**src/rtl/apple_placer.sv**
```systemverilog
// apple_placer: picks a pseudo-random start cell, then walks the field one cell per clock with wrap-around.
// Optional macro APPLE_PLACER_SEED_EN adds i_seed_load/i_seed to reload the LFSR.
module apple_placer #(
    parameter  int SIZE_X     = 10,
    parameter  int SIZE_Y     = 10,
    parameter  int CELL_BITS  = 3,
    parameter  int EMPTY_CODE = 0,
    localparam int N          = SIZE_X * SIZE_Y,
    localparam int FIELD_SIZE = N * CELL_BITS,
    localparam int SBITS      = $clog2(N),
    localparam int POSBITS    = $clog2(FIELD_SIZE)
) (
    input  logic                  i_clk,
    input  logic                  i_rst,
    input  logic                  i_req,
    input  logic [FIELD_SIZE-1:0] i_field,
`ifdef APPLE_PLACER_SEED_EN
    input  logic                  i_seed_load,
    input  logic [15:0]           i_seed,
`endif
    output logic                  o_busy,
    output logic                  o_done,
    output logic                  o_full,
    output logic [POSBITS-1:0]    o_apple_pos
);

    typedef enum logic [0:0] {
        ST_IDLE = 1'b0,
        ST_SCAN = 1'b1
    } state_t;

    localparam logic [15:0]      LFSR_RESET = 16'hACE1;
    localparam logic [15:0]      LFSR_MASK  = 16'hB400;
    localparam logic [SBITS-1:0] LAST_IDX   = SBITS'(N - 1);

    state_t             r_state;
    logic [15:0]        r_lfsr;
    logic [SBITS-1:0]   r_idx;
    logic [SBITS-1:0]   r_count;
    logic               r_busy;
    logic               r_done;
    logic               r_full;
    logic [POSBITS-1:0] r_apple_pos;

    state_t             w_state_nxt;
    logic [15:0]        w_lfsr_nxt;
    logic [SBITS-1:0]   w_idx_nxt;
    logic [SBITS-1:0]   w_count_nxt;
    logic               w_done_nxt;
    logic               w_full_nxt;
    logic [POSBITS-1:0] w_pos_nxt;

    logic [SBITS-1:0]     w_start_raw;
    logic [SBITS-1:0]     w_start;
    logic [CELL_BITS-1:0] w_cell;
    logic                 w_hit;
    logic [POSBITS-1:0]   w_pos;

    // Single conditional subtract is enough because 2^SBITS < 2*N.
    assign w_start_raw = r_lfsr[SBITS-1:0];
    assign w_start     = (w_start_raw > LAST_IDX) ? (w_start_raw - SBITS'(N)) : w_start_raw;
    assign w_cell      = i_field[int'(r_idx) * CELL_BITS +: CELL_BITS];
    assign w_hit       = (w_cell == CELL_BITS'(EMPTY_CODE));
    assign w_pos       = POSBITS'(r_idx) * POSBITS'(CELL_BITS);

    // LFSR next value: optional seed load wins over the free-running Galois shift.
    always_comb begin
        w_lfsr_nxt = {1'b0, r_lfsr[15:1]} ^ (r_lfsr[0] ? LFSR_MASK : 16'h0000);
`ifdef APPLE_PLACER_SEED_EN
        if (i_seed_load) begin
            w_lfsr_nxt = (i_seed == 16'h0000) ? LFSR_RESET : i_seed;
        end else begin
            w_lfsr_nxt = {1'b0, r_lfsr[15:1]} ^ (r_lfsr[0] ? LFSR_MASK : 16'h0000);
        end
`endif
    end

    // Next-state and result logic of the search FSM.
    always_comb begin
        w_state_nxt = r_state;
        w_idx_nxt   = r_idx;
        w_count_nxt = r_count;
        w_done_nxt  = 1'b0;
        w_full_nxt  = 1'b0;
        w_pos_nxt   = r_apple_pos;
        case (r_state)
            ST_IDLE: begin
                // The done cycle is still IDLE but must not accept a new request.
                if (i_req && !r_done) begin
                    w_state_nxt = ST_SCAN;
                    w_idx_nxt   = w_start;
                    w_count_nxt = {SBITS{1'b0}};
                end else begin
                    w_state_nxt = ST_IDLE;
                end
            end
            ST_SCAN: begin
                if (w_hit) begin
                    w_state_nxt = ST_IDLE;
                    w_done_nxt  = 1'b1;
                    w_full_nxt  = 1'b0;
                    w_pos_nxt   = w_pos;
                end else if (r_count == LAST_IDX) begin
                    w_state_nxt = ST_IDLE;
                    w_done_nxt  = 1'b1;
                    w_full_nxt  = 1'b1;
                end else begin
                    w_idx_nxt   = (r_idx == LAST_IDX) ? {SBITS{1'b0}} : (r_idx + SBITS'(1));
                    w_count_nxt = r_count + SBITS'(1);
                end
            end
            default: begin
                w_state_nxt = ST_IDLE;
            end
        endcase
    end

    // State and output registers.
    always_ff @(posedge i_clk or posedge i_rst) begin
        if (i_rst) begin
            r_state     <= ST_IDLE;
            r_lfsr      <= LFSR_RESET;
            r_idx       <= {SBITS{1'b0}};
            r_count     <= {SBITS{1'b0}};
            r_busy      <= 1'b0;
            r_done      <= 1'b0;
            r_full      <= 1'b0;
            r_apple_pos <= {POSBITS{1'b0}};
        end else begin
            r_state     <= w_state_nxt;
            r_lfsr      <= w_lfsr_nxt;
            r_idx       <= w_idx_nxt;
            r_count     <= w_count_nxt;
            r_busy      <= (w_state_nxt == ST_SCAN);
            r_done      <= w_done_nxt;
            r_full      <= w_full_nxt;
            r_apple_pos <= w_pos_nxt;
        end
    end

    assign o_busy      = r_busy;
    assign o_done      = r_done;
    assign o_full      = r_full;
    assign o_apple_pos = r_apple_pos;

endmodule

```
**config.mk**
```make
export PLATFORM = sky130hd
export DESIGN_NAME = apple_placer
export DESIGN_NICKNAME = d
export VERILOG_FILES = /design/src/rtl/apple_placer.sv
export SDC_FILE = /design/constraint.sdc
export NUM_CORES = 1
export LEC_CHECK = 0
export BUFFER_PORTS_ARGS = -buffer_cell sky130_fd_sc_hd__buf_4
export CORE_AREA = 2 2 121 123
export DETAILED_ROUTE_END_ITERATION = 7
export DIE_AREA = 0 0 123 125
export GPL_TIMING_DRIVEN = 0
export MAX_ROUTING_LAYER = met4
export REMOVE_ABC_BUFFERS = 1
export SKIP_LAST_GASP = 1
export SLEW_MARGIN = 10
export SYNTH_ARGS = -nofsm -noshare
export SYNTH_HDL_FRONTEND = slang
export SYNTH_SLANG_ARGS = --single-unit
```
**constraint.sdc**
```tcl
create_clock -name i_clk -period 7.55 [get_ports i_clk]
set_input_delay 1.8875 -clock i_clk [delete_from_list [all_inputs] [get_ports i_clk]]
set_output_delay 1.8875 -clock i_clk [all_outputs]
set_load 0.02 [all_outputs]
```
==> Word level (Yosys, flattened, before mapping) <==
Cells that the tools add are included.
Widths: inputs -> output; s select.
{ "word_totals": {"input_bits": 303, "elab_cells": 46, "out_inout_bits": 12, "regBits": 42} }
{ "classes": {"n_bitwise": 2, "n_lt_le_gt_ge": 1, "eq_ne": 5, "shifts": 1, "reduce_logical": 5, "n_addsub": 3, "n_mux": 20, "n_mul": 2} }
{ "op_table": {"columns": ["operator", "count"], "rows": [
  ["$shiftx 300x10->3", 1],
  ["$mux 7", 8],
  ["$pmux 7 s2", 2],
  ["$mul 7x2->9 const B", 2],
  ["$mux 16", 1],
  ["$xor 15x16->16", 1],
  ["$add 7x1->7 const B", 2],
  ["$eq 7x7->1 const B", 2],
  ["$mux 1", 8],
  ["$gt 7x7->1 const B", 1],
  ["$sub 7x7->7 const B", 1],
  ["$ne 2x2->1 const B", 3],
  ["$logic_not 3->1", 1],
  ["$reduce_and 3->1", 1],
  ["$pmux 1 s2", 1],
  ["$reduce_and 2->1", 1],
  ["$logic_and 1x1->1", 1],
  ["$logic_not 1->1", 1],
  ["$not 1->1", 1]
]} }

==> Depth between registers and ports, before layout <==
Gate-level depths: netlist of run 1.
{ "depth": {"depth_word": 5, "depth_mapped": 14, "ltp_nobuf": 11} }

==> Worst setup path before layout of run 1 <==
OpenSTA, ideal clock, no wires.
{ "synth_timing": {"path_kind": "input to register", "from": "in i_field[167]", "to": "reg r_apple_pos[0], in the netlist o_apple_pos[0]", "cell_stages": 8, "t_arrival_ps": 4055, "path_slack_ps": 3370, "path_buffers": 1, "setup_ps": 125, "required_time_ps": 7425, "cell_sequence": "mux4_2 mux4_2 a21o_1 a2111o_1 nand3_4 nand2_4 buf_6 mux2_4"} }
{ "synth_via": {"elab_chain_len": 3} }
{ "synth_rtl": {"columns": ["element", "line", "text"], "rows": [
  ["start: declaration", "16", "input logic [FIELD_SIZE-1:0] i_field,"],
  ["$shiftx 300x10->3", "62", "assign w_cell = i_field[int'(r_idx) * CELL_BITS +: CELL_BITS];"],
  ["$logic_not 3->1", "63", "assign w_hit = (w_cell == CELL_BITS'(EMPTY_CODE));"],
  ["$reduce_and 2->1 (no source line)", null, null],
  ["end signal: assignment", "128", "r_apple_pos <= {POSBITS{1'b0}};"],
  ["end signal: assignment", "137", "r_apple_pos <= w_pos_nxt;"],
  ["end: declaration", "43", "logic [POSBITS-1:0] r_apple_pos;"]
]} }
No other way between the ends.
A chain may end at the register's enable or synchronous reset.

==> Worst setup path after layout of run 1 <==
{ "layout_timing": {"from": "reg r_idx[1]", "to": "reg r_apple_pos[7], in the netlist o_apple_pos[7]"} }
{ "layout_via": {"elab_chain_len": 4, "elab_cells_between_ends": 5, "classes_between": "2 x mul; 1 x shift; 2 x reduce/logical"} }
{ "layout_rtl": {"columns": ["element", "line", "text"], "rows": [
  ["start: declaration", "38", "logic [SBITS-1:0] r_idx;"],
  ["start signal: assignment", "123", "r_idx <= {SBITS{1'b0}};"],
  ["start signal: assignment", "132", "r_idx <= w_idx_nxt;"],
  ["$mul 7x2->9", "62, 64", null],
  ["$shiftx 300x10->3", "62", null],
  ["$logic_not 3->1", "63", null],
  ["$reduce_and 2->1 (no source line)", null, null]
]} }
Parallel ways exist; a longest one is shown, timed or not.

==> qor.csv, run 1 <==
stage,metric,value,unit
run_status,status,completed,
floorplanning,die height,125,um
route,Antenna Nets Post-Route,0,
floorplanning,die area,15400,sq um
floorplanning,starting utilization of the core area,28.5,%
critical_path,crit-path max cell delay,950,ps
timing,f_max,229,MHz
critical_path,Crit Path Class,reg2reg,
grt,pin count of the biggest net entering global routing,77,
critical_path,CP max stage cell,dfrtp_4,
critical_path,CP cell instances,inv_1 -> nor4_1 -> o32ai_1 -> o311a_1 -> a211o_1 -> nand3_4 -> nand2_4 -> mux2_1,
finish,fin cells,924,
power,sw frac,42.8,%
cts,Clock Path Buffers,2,
grt,initial antenna violation count,2,
timing,Least-Margin Pin Slew,1200,ps
power,Seq pwr share,27.7,%
power,total chip power,1.46,mW
power,Peak VDD IR,0.000158,V
finish,fin nets,1053,
timing,post-route minimum period,4360,ps
finish,Area Overhead vs Synth,64.7,%
cts,CTS sink count,42,
critical_path,CP Max Fanout,76,
power,Pwr per Cell Area,219,nW/um^2
finish,layout cells sized above 1,50.1,%
timing,Worst Skew,6.05,ps
timing,Final Hold Fails,0,
floorplanning,row cnt,44,
synthesis,most common cell in the netlist,nor2_1,
floorplanning,Ports,315,
floorplanning,core area,14200,sq um
cts,Clock Tree Root,clkbuf_16,
synthesis,asr flop ratio synth,100,%
synthesis,Post-synth EDFFs,0,
job,maximum capacitance violations,0,
route,final wirelength,19.0,mm
power,Lkg Pwr,3.12,nW
grt,vias in the first global route,5227,
route,vias per inst,5.46,
synthesis,post-synth top area share,21.0,%
route,routed wl met3,1.65,mm
power,Pint,832,uW
synthesis,register area share after synthesis,26.2,%
synthesis,Yosys warnings,0,
timing,max_slew headroom,19.9,%
timing,final setup vio count,0,
power,Logic pwr share,58.2,%
route,Pre-antenna DRT Iters,5,
placed_design,PortBufs,314,
synthesis,Syn Area/Cell,9.11,sq um
cts,Resize count post-CTS,0,
synthesis,Synth top cells by count,"41 x nor2_1, 35 x nor3_1, 34 x dfrtp_1",
grt,wire length of the first global-routing pass,27.9,mm
timing,total negative setup slack,0,ps
timing,RSZ-0062 raised after global routing,false,
placed_design,GPL Wtd Cong,0.890,
power,switching pwr,624,uW
route,Metal-1 WL,7.50,mm
timing,Final Cycle Share,57.8,%
route,DR iter-0 viols,381,
cts,Num CTS Buffers,5,
grt,grt total ovfl,0,
timing,Final Slew Violations,0,
placed_design,detailed placement HPWL,15.3,mm
critical_path,Worst Path Required,7710,ps
critical_path,CP startpoint kind,flip-flop,
min_path,Hold Crit Class,reg2reg,
floorplanning,Die Wd,123,um
cts,Post-CTS Hold Buffers,0,
grt,Total Routing Usage GR,24.3,%
synthesis,Post-Syn Area,4050,sq um
synthesis,ys flop type,dfrtp_1,
power,clock power share,14.1,%
synthesis,"flops & latches, synth",42,
cts,Post-CTS Repair Setup Buffers,0,
cts,Skew-Pair Late Insertion Delay,280,ps
cts,H-tree levels,2,
critical_path,WP data arrival,4520,ps
placed_design,dpl cells,914,
synthesis,top post-synthesis cells by area,"dfrtp_1 21%, mux4_2 12%, dfstp_2 5.2%",
route,DR top layer,met4,
cts,"Clk pin slew, worst setup/hold paths",60,ps
route,Routed wire per std cell,20.5,um
route,# DRC,0,
critical_path,crit end category,flip-flop,
synthesis,Netlist cell types,71,
route,routed length on met2,9.57,mm
synthesis,largest area contributor in the netlist,dfrtp_1,
route,via count,5047,
synthesis,Synth Instances,444,
cts,CTS tree,yes,
flip-flops by register name, summed over array words and instances, names as in the netlist:
| signal | count |
|---|---|
| o_done | 1 |
| r_count | 7 |
| r_idx | 7 |
| o_apple_pos | 9 |
| r_lfsr | 16 |
| o_busy | 1 |
| o_full | 1 |
path summary, 6_finish.rpt:
path | startpoint | endpoint | slack (ps) | cells past startpoint
worst max-delay path | r_idx[1] | o_apple_pos[7] | 3190 | 8
worst min-delay path | r_lfsr[9] | r_lfsr[8] | 350 | 0
worst max register to register | r_idx[1] | o_apple_pos[7] | 3190 | 8
worst min register to register | r_lfsr[9] | r_lfsr[8] | 350 | 0
max in group asynchronous | i_rst | r_lfsr[15] | 5590 | 3
min in group asynchronous | i_rst | o_apple_pos[0] | 1480 | 2
power by group through the flow:
stage,Clock [mW],Sequential (mW),Combinational [mW]
after floorplan,0,0.414,0.492
after global placement,0,0.455,0.784
after detailed placement,0,0.410,0.847
after CTS,0.209,0.406,0.851
after global routing,0.218,0.418,0.915
final,0.205,0.404,0.848
kinds of logic (layout without fill, tap and decap cells):
logic type                 count (synthesis)  count (layout)  share of synthesized area (%)
AOI/OAI and AO/OA                        121             121                           22.8
xor gates and xnor gates                   9               9                           1.95
adders and majority gates                 13              13                           4.21
buffers and inverters                     46             340                           5.69
DFF                                       42              42                           26.2
muxes                                     39              39                           17.3
other                                      0               2                              0
and+or+nand+nor                          174             174                           21.9
routing by layer:
metal,global-route usage (%),up-vias
met5,-,-
met4,4.34,0
met3,4.74,29
met2,41.8,245
met1,29.6,2425
li1,-,2348
cell type report:
class / count / area [sq um]
Clock inverter: 2 / 10.0
Fill cell: 1414 / 7540
Inverter: 16 / 60.1
Multi-Input combinational cell: 356 / 2760
Antenna cell: 2 / 5.00
Tap cell: 184 / 230
Sequential cell: 42 / 1070
Timing Repair Buffer: 316 / 2400
Clock buffer: 6 / 129
metrics by stage:
stage / utilization [%] / hold slack (ps) / setup slack (ps) / area (sq um)
floorplan: - / 331 / 3190 / 3880
global placement: 45.5 / 339 / 1430 / 6460
detailed placement: 45.9 / 342 / 2980 / 6520
CTS: 46.9 / 355 / 3170 / 6660
global route: 46.9 / 358 / 3000 / 6660
finish: 46.9 / 351 / 3190 / 6660
layout by cell type (no fill, tap or decap), types with 4 or more instances in the layout:
| cell type | instances |
|---|---|
| xnor2_1 | 5 |
| inv_1 | 14 |
| a21oi_1 | 18 |
| o2bb2ai_1 | 4 |
| a211oi_1 | 7 |
| mux2i_1 | 8 |
| clkbuf_16 | 5 |
| nor4_1 | 25 |
| nor2_1 | 41 |
| o211ai_1 | 12 |
| and3_1 | 6 |
| mux2_4 | 6 |
| mux4_2 | 22 |
| o311ai_0 | 6 |
| o31ai_1 | 8 |
| a211o_1 | 6 |
| nor2b_1 | 4 |
| dfrtp_1 | 32 |
| nand3_1 | 8 |
| nor3_1 | 35 |
| o21ai_0 | 11 |
| o41ai_1 | 4 |
| or3_1 | 5 |
| dfstp_2 | 8 |
| xor2_1 | 4 |
| o32ai_1 | 4 |
| buf_4 | 314 |
| ha_1 | 12 |
| nand2_1 | 29 |
| nand2b_1 | 6 |
| nand4_1 | 4 |
| o311ai_1 | 4 |
worst max-delay path, delay by kind of cell, from the launching register on:
family	cells	cell delay, ps
mux	1	380
simple gates	3	1350
buf+inv	1	660
flops	1	950
compound gates	3	880
(Power assumes the default switching activity.)
==> inputs of run 2 (changes only) <==
--- a/config.mk
+++ b/config.mk
@@ -6,9 +6,9 @@
 export NUM_CORES = 1
 export LEC_CHECK = 0
 export BUFFER_PORTS_ARGS = -buffer_cell sky130_fd_sc_hd__buf_4
-export CORE_AREA = 2 2 121 123
+export CORE_AREA = 2 2 122 124
 export DETAILED_ROUTE_END_ITERATION = 7
-export DIE_AREA = 0 0 123 125
+export DIE_AREA = 0 0 124 126
 export GPL_TIMING_DRIVEN = 0
 export MAX_ROUTING_LAYER = met4
 export REMOVE_ABC_BUFFERS = 1
==> constraint.sdc (replaced) <==
create_clock -name i_clk -period 4.25 [get_ports i_clk]
set_input_delay 1.0625 -clock i_clk [delete_from_list [all_inputs] [get_ports i_clk]]
set_output_delay 1.0625 -clock i_clk [all_outputs]
set_load 0.02 [all_outputs]
==> run 2 against run 1 <==
Effect of this change:
- flip-flop and latch count stayed put
- sequential share of layout area fell by 0.16 points
- clock power increased by 140%
- critical path type unchanged
- highest routed layer unchanged
==> qor.csv, run 2 (synthesis results as in run 1) <==
stage,metric,value,unit
timing,Final Hold Fails,0,
timing,RSZ-0062 raised after global routing,false,
power,Peak VDD IR,0.000250,V
critical_path,Worst Path Required,4420,ps
power,Pint,1.61,mW
finish,fin nets,1054,
grt,Total Routing Usage GR,23.7,%
timing,hold slack final,351,ps
route,DR iter-0 viols,256,
cts,Post-CTS Hold Buffers,0,
finish,max FFs per register,16,
timing,Worst Skew,4.00,ps
timing,f_max,272,MHz
route,final wirelength,19.1,mm
placed_design,dpl cell area,6520,sq um
placed_design,GPL Wtd Cong,0.877,
route,via count,4911,
cts,CTS sink count,42,
cts,Clock Path Buffers,2,
critical_path,CP max stage cell,dfrtp_4,
floorplanning,starting utilization of the core area,28.3,%
timing,Final Cycle Share,86.4,%
floorplanning,Ports,315,
floorplanning,row cnt,44,
timing,Least-Margin Pin Slew,880,ps
min_path,Hold Crit Class,reg2reg,
route,# DRC,0,
cts,H-tree levels,2,
cts,Clock Tree Root,clkbuf_16,
finish,layout cells sized above 1,50.5,%
run_status,status,completed,
route,Pre-antenna DRT Iters,4,
power,total chip power,2.74,mW
critical_path,crit-path max cell delay,690,ps
power,Logic pwr share,56.3,%
cts,Num CTS Buffers,5,
finish,Final Instance Area,6740,sq um
timing,final setup vio count,0,
cts,"Clk pin slew, worst setup/hold paths",60,ps
placed_design,dpl cells,914,
timing,post-route minimum period,3670,ps
route,Antenna Nets Post-Route,0,
job,maximum capacitance violations,0,
power,Seq pwr share,25.6,%
grt,grt total ovfl,0,
critical_path,Crit Path Class,reg2reg,
timing,Final Slew Violations,0,
floorplanning,die height,126,um
grt,wire length of the first global-routing pass,27.2,mm
critical_path,crit end category,flip-flop,
floorplanning,die area,15600,sq um
floorplanning,core area,14300,sq um
timing,total negative setup slack,0,ps
power,Lkg Pwr,3.15,nW
cts,CTS tree,yes,
timing,max_slew headroom,41.3,%
route,Routed wire per std cell,20.6,um
grt,pin count of the biggest net entering global routing,77,
power,Pwr per Cell Area,407,nW/um^2
placed_design,PortBufs,314,
critical_path,WP data arrival,3840,ps
route,vias per inst,5.31,
floorplanning,Die Wd,124,um
critical_path,CP startpoint kind,flip-flop,
critical_path,CP Max Fanout,39,
finish,fin cells,924,
cts,Skew-Pair Late Insertion Delay,280,ps
power,clock power share,18.0,%
power,switching pwr,1.13,mW
placed_design,detailed placement HPWL,15.2,mm
finish,"commonest cells after routing, fill and taps aside","314 x buf_4, 41 x nor2_1, 35 x nor3_1, 31 x dfrtp_1, 29 x nand2_1",
grt,initial antenna violation count,0,
grt,vias in the first global route,5082,
finish,Area Overhead vs Synth,66.5,%
critical_path,CP cell instances,inv_1 -> o311ai_0 -> a41oi_1 -> nor4_1 -> a311oi_1 -> a2111o_1 -> nand3_4 -> o31ai_4 -> mux2_1,
finish,"most common cell after layout, fill and taps aside",buf_4,
finish,Top reg by flops,r_lfsr,
power,sw frac,41.2,%
-- run 2: cell types whose count changed in the layout (fill, tap and decap cells not counted), sizes merged --
cell and delta:
bufinv +2, buf +1, clkbuf -1, clkinv -1, diode -1
-- run 2: repair_timing --
action / in CTS / in global routing
setup endpoints to repair: 0 / 8
buffers inserted: 0 / 1
resized for setup: 0 / 1
endpoints found under the hold margin: 0 / 0
-- run 2: path summary, 6_finish.rpt --
| check | from | to | slack (ps) | depth (start not counted) |
|---|---|---|---|---|
| worst min register to register | r_lfsr[9] | r_lfsr[8] | 350 | 0 |
| worst max register to register | r_idx[1] | r_idx[0] | 580 | 9 |
| max in group asynchronous | i_rst | r_lfsr[15] | 3080 | 3 |
| worst min-delay path | r_lfsr[9] | r_lfsr[8] | 350 | 0 |
| worst max-delay path | r_idx[1] | r_idx[0] | 580 | 9 |
| min in group asynchronous | i_rst | o_apple_pos[8] | 680 | 2 |
-- run 2: cell type report --
class                           instances  area, sq um
Antenna cell                            1         2.50
Clock buffer                            5          125
Clock inverter                          3         68.8
Fill cell                            1406         7580
Inverter                               16         60.1
Multi-Input combinational cell        356         2760
Sequential cell                        42         1070
Tap cell                              184          230
Timing Repair Buffer                  317         2420
-- run 2: stage by stage --
step,setup WS [ps],util [%]
after global routing,272,47.0
after CTS,131,46.9
after detailed placement,159,45.5
final,577,47.1
after floorplan,-110,-
after global placement,-1540,45.2
-- run 2: power groups by stage --
stage / clock, mW / sequential (mW) / combinational (mW)
6_report: 0.494 / 0.703 / 1.54
5_1_grt: 0.523 / 0.732 / 1.68
4_1_cts: 0.505 / 0.743 / 1.49
3_5_place_dp: 0 / 0.751 / 1.49
3_3_place_gp: 0 / 0.803 / 1.40
2_1_floorplan: 0 / 0.736 / 0.874
-- run 2: worst max-delay path: cells and delay by family (launching register included) --
family / cells / cell delay (ps)
AO/OA/AOI/OAI: 5 / 1560
buffers and inverters: 1 / 610
flip-flops: 1 / 690
multiplexers: 1 / 360
AND/OR/NAND/NOR: 2 / 320
-- run 2: metal layers --
layer  part of all wire (%)  track usage, %
met1                     40            28.2
met2                     50            41.0
met3                    8.5            4.30
met4                    2.1            6.08
met5                      0               -
==> inputs of run 3 (changes only) <==
--- a/config.mk
+++ b/config.mk
@@ -6,9 +6,10 @@
 export NUM_CORES = 1
 export LEC_CHECK = 0
 export BUFFER_PORTS_ARGS = -buffer_cell sky130_fd_sc_hd__buf_4
-export CORE_AREA = 2 2 122 124
+export CORE_AREA = 2 2 121 123
+export CTS_BUF_LIST = sky130_fd_sc_hd__clkbuf_4 sky130_fd_sc_hd__clkbuf_8
 export DETAILED_ROUTE_END_ITERATION = 7
-export DIE_AREA = 0 0 124 126
+export DIE_AREA = 0 0 123 125
 export GPL_TIMING_DRIVEN = 0
 export MAX_ROUTING_LAYER = met4
 export REMOVE_ABC_BUFFERS = 1
==> run 3 against run 2 <==
Effect of this change:
- global-route usage rose by 0.56 points
- utilization shrank 0.33 points
- sequential power decreased by 2%
- critical path depth did not move
- final cell count increased by 0.11%
- largest cell class unchanged
- largest power group unchanged
==> qor.csv, run 3 (synthesis results as in run 1) <==
stage,metric,value,unit
run_status,status,completed,
power,Lkg Pwr,3.10,nW
route,final wirelength,19.3,mm
timing,max_slew headroom,37.2,%
grt,Total Routing Usage GR,24.3,%
finish,"commonest cells after routing, fill and taps aside","314 x buf_4, 41 x nor2_1, 35 x nor3_1, 31 x dfrtp_1, 29 x nand2_1",
route,# DRC,0,
route,vias per inst,5.43,
critical_path,crit end category,flip-flop,
critical_path,crit-path leading delay family,compound AO/OA/AOI/OAI gates,
finish,layout cells sized above 1,50.6,%
floorplanning,core area,14200,sq um
cts,H-tree levels,2,
finish,fin nets,1054,
cts,CTS sink count,42,
finish,max FFs per register,16,
floorplanning,starting utilization of the core area,28.5,%
power,Peak VDD IR,0.000272,V
placed_design,GPL Wtd Cong,0.890,
power,clock power share,10.2,%
critical_path,Worst Path Required,4420,ps
job,maximum capacitance violations,0,
power,Pint,1.39,mW
timing,final setup vio count,0,
critical_path,CP max stage cell,dfrtp_4,
floorplanning,Die Wd,123,um
power,Seq pwr share,27.4,%
timing,hold slack final,357,ps
route,via count,5023,
power,Logic pwr share,62.4,%
timing,Final WS setup,401,ps
floorplanning,die height,125,um
grt,wire length of the first global-routing pass,27.9,mm
critical_path,CP startpoint kind,flip-flop,
finish,fin cells,925,
timing,Final Slew Violations,0,
critical_path,CP cell instances,inv_1 -> o311ai_0 -> a41oi_1 -> nor4_1 -> a311oi_1 -> a2111o_1 -> nand3_4 -> o31ai_4 -> mux2_1,
timing,f_max,260,MHz
floorplanning,row cnt,44,
critical_path,CP Max Fanout,39,
cts,CTS tree,yes,
grt,pin count of the biggest net entering global routing,77,
timing,Final Cycle Share,90.6,%
power,sw frac,44.4,%
power,total chip power,2.51,mW
power,switching pwr,1.12,mW
cts,Clock Tree Root,clkbuf_8,
cts,Post-CTS Hold Buffers,0,
cts,Clock Path Buffers,2,
placed_design,detailed placement HPWL,15.3,mm
finish,"most common cell after layout, fill and taps aside",buf_4,
timing,RSZ-0062 raised after global routing,false,
critical_path,r2r setup slk,400,ps
critical_path,Crit Path Class,reg2reg,
cts,Num CTS Buffers,5,
finish,Area Overhead vs Synth,64.0,%
cts,"Clk pin slew, worst setup/hold paths",80,ps
critical_path,crit-path max cell delay,710,ps
route,DR iter-0 viols,363,
route,Pre-antenna DRT Iters,5,
timing,Worst Skew,9.72,ps
grt,initial antenna violation count,2,
power,Pwr per Cell Area,378,nW/um^2
grt,grt total ovfl,0,
placed_design,pre-CTS setup slack,-121,ps
placed_design,dpl cells,914,
placed_design,PortBufs,314,
route,Routed wire per std cell,20.9,um
timing,Least-Margin Pin Slew,942,ps
critical_path,crit path buf inv count,1,
finish,Top reg by flops,r_lfsr,
floorplanning,die area,15400,sq um
timing,post-route minimum period,3850,ps
timing,total negative setup slack,0,ps
floorplanning,Ports,315,
grt,vias in the first global route,5214,
route,Antenna Nets Post-Route,0,
min_path,Hold Crit Class,reg2reg,
cts,Skew-Pair Late Insertion Delay,290,ps
timing,Final Hold Fails,0,
critical_path,WP data arrival,4020,ps
run 3: stage by stage:
stage	instance area, sq um	util [%]
global placement	6460	45.5
detailed placement	6520	45.9
CTS	6610	46.5
global route	6640	46.7
finish	6640	46.7
floorplan	3880	-
run 3: power by group through the flow:
stage / clock network, mW / registers [mW] / logic [mW]
floorplan: 0 / 0.736 / 0.874
global placement: 0 / 0.807 / 1.39
detailed placement: 0 / 0.729 / 1.50
CTS: 0.264 / 0.720 / 1.51
global route: 0.284 / 0.706 / 1.69
finish: 0.257 / 0.688 / 1.57
run 3: final cells by class:
type                    instances  area, sq um
diodes                          2         5.00
clock buffers                   6         76.3
clock inverters                 2         10.0
fillers                      1418         7570
inverters                      16         60.1
multi-input cells             356         2760
flip-flops and latches         42         1070
well taps                     184          230
repair buffers                317         2420
run 3: what timing repair did:
action | in CTS | in global routing
buffers inserted | 0 | 1
gates cloned | 0 | 0
resized for setup | 1 | 1
setup endpoints to repair | 8 | 8
run 3: metal layers:
metal  routed length [um]  track usage, %  part of all wire, %  vias up
met4                  240            4.55                  1.2        0
li1                     -               -                    -     2350
met3                 1580            4.88                  8.2       27
met1                 7830            29.5                   40     2401
met2                 9690            41.7                   50      245
met5                    0               -                    0        -
run 3: final timing paths:
| path | startpoint | endpoint | cells past startpoint |
|---|---|---|---|
| worst max-delay path | r_idx[1] | r_idx[0] | 9 |
| worst min-delay path | r_lfsr[9] | r_lfsr[8] | 0 |
| worst max register to register | r_idx[1] | r_idx[0] | 9 |
| worst min register to register | r_lfsr[9] | r_lfsr[8] | 0 |
| max in group asynchronous | i_rst | r_lfsr[13] | 3 |
| min in group asynchronous | i_rst | o_apple_pos[0] | 2 |
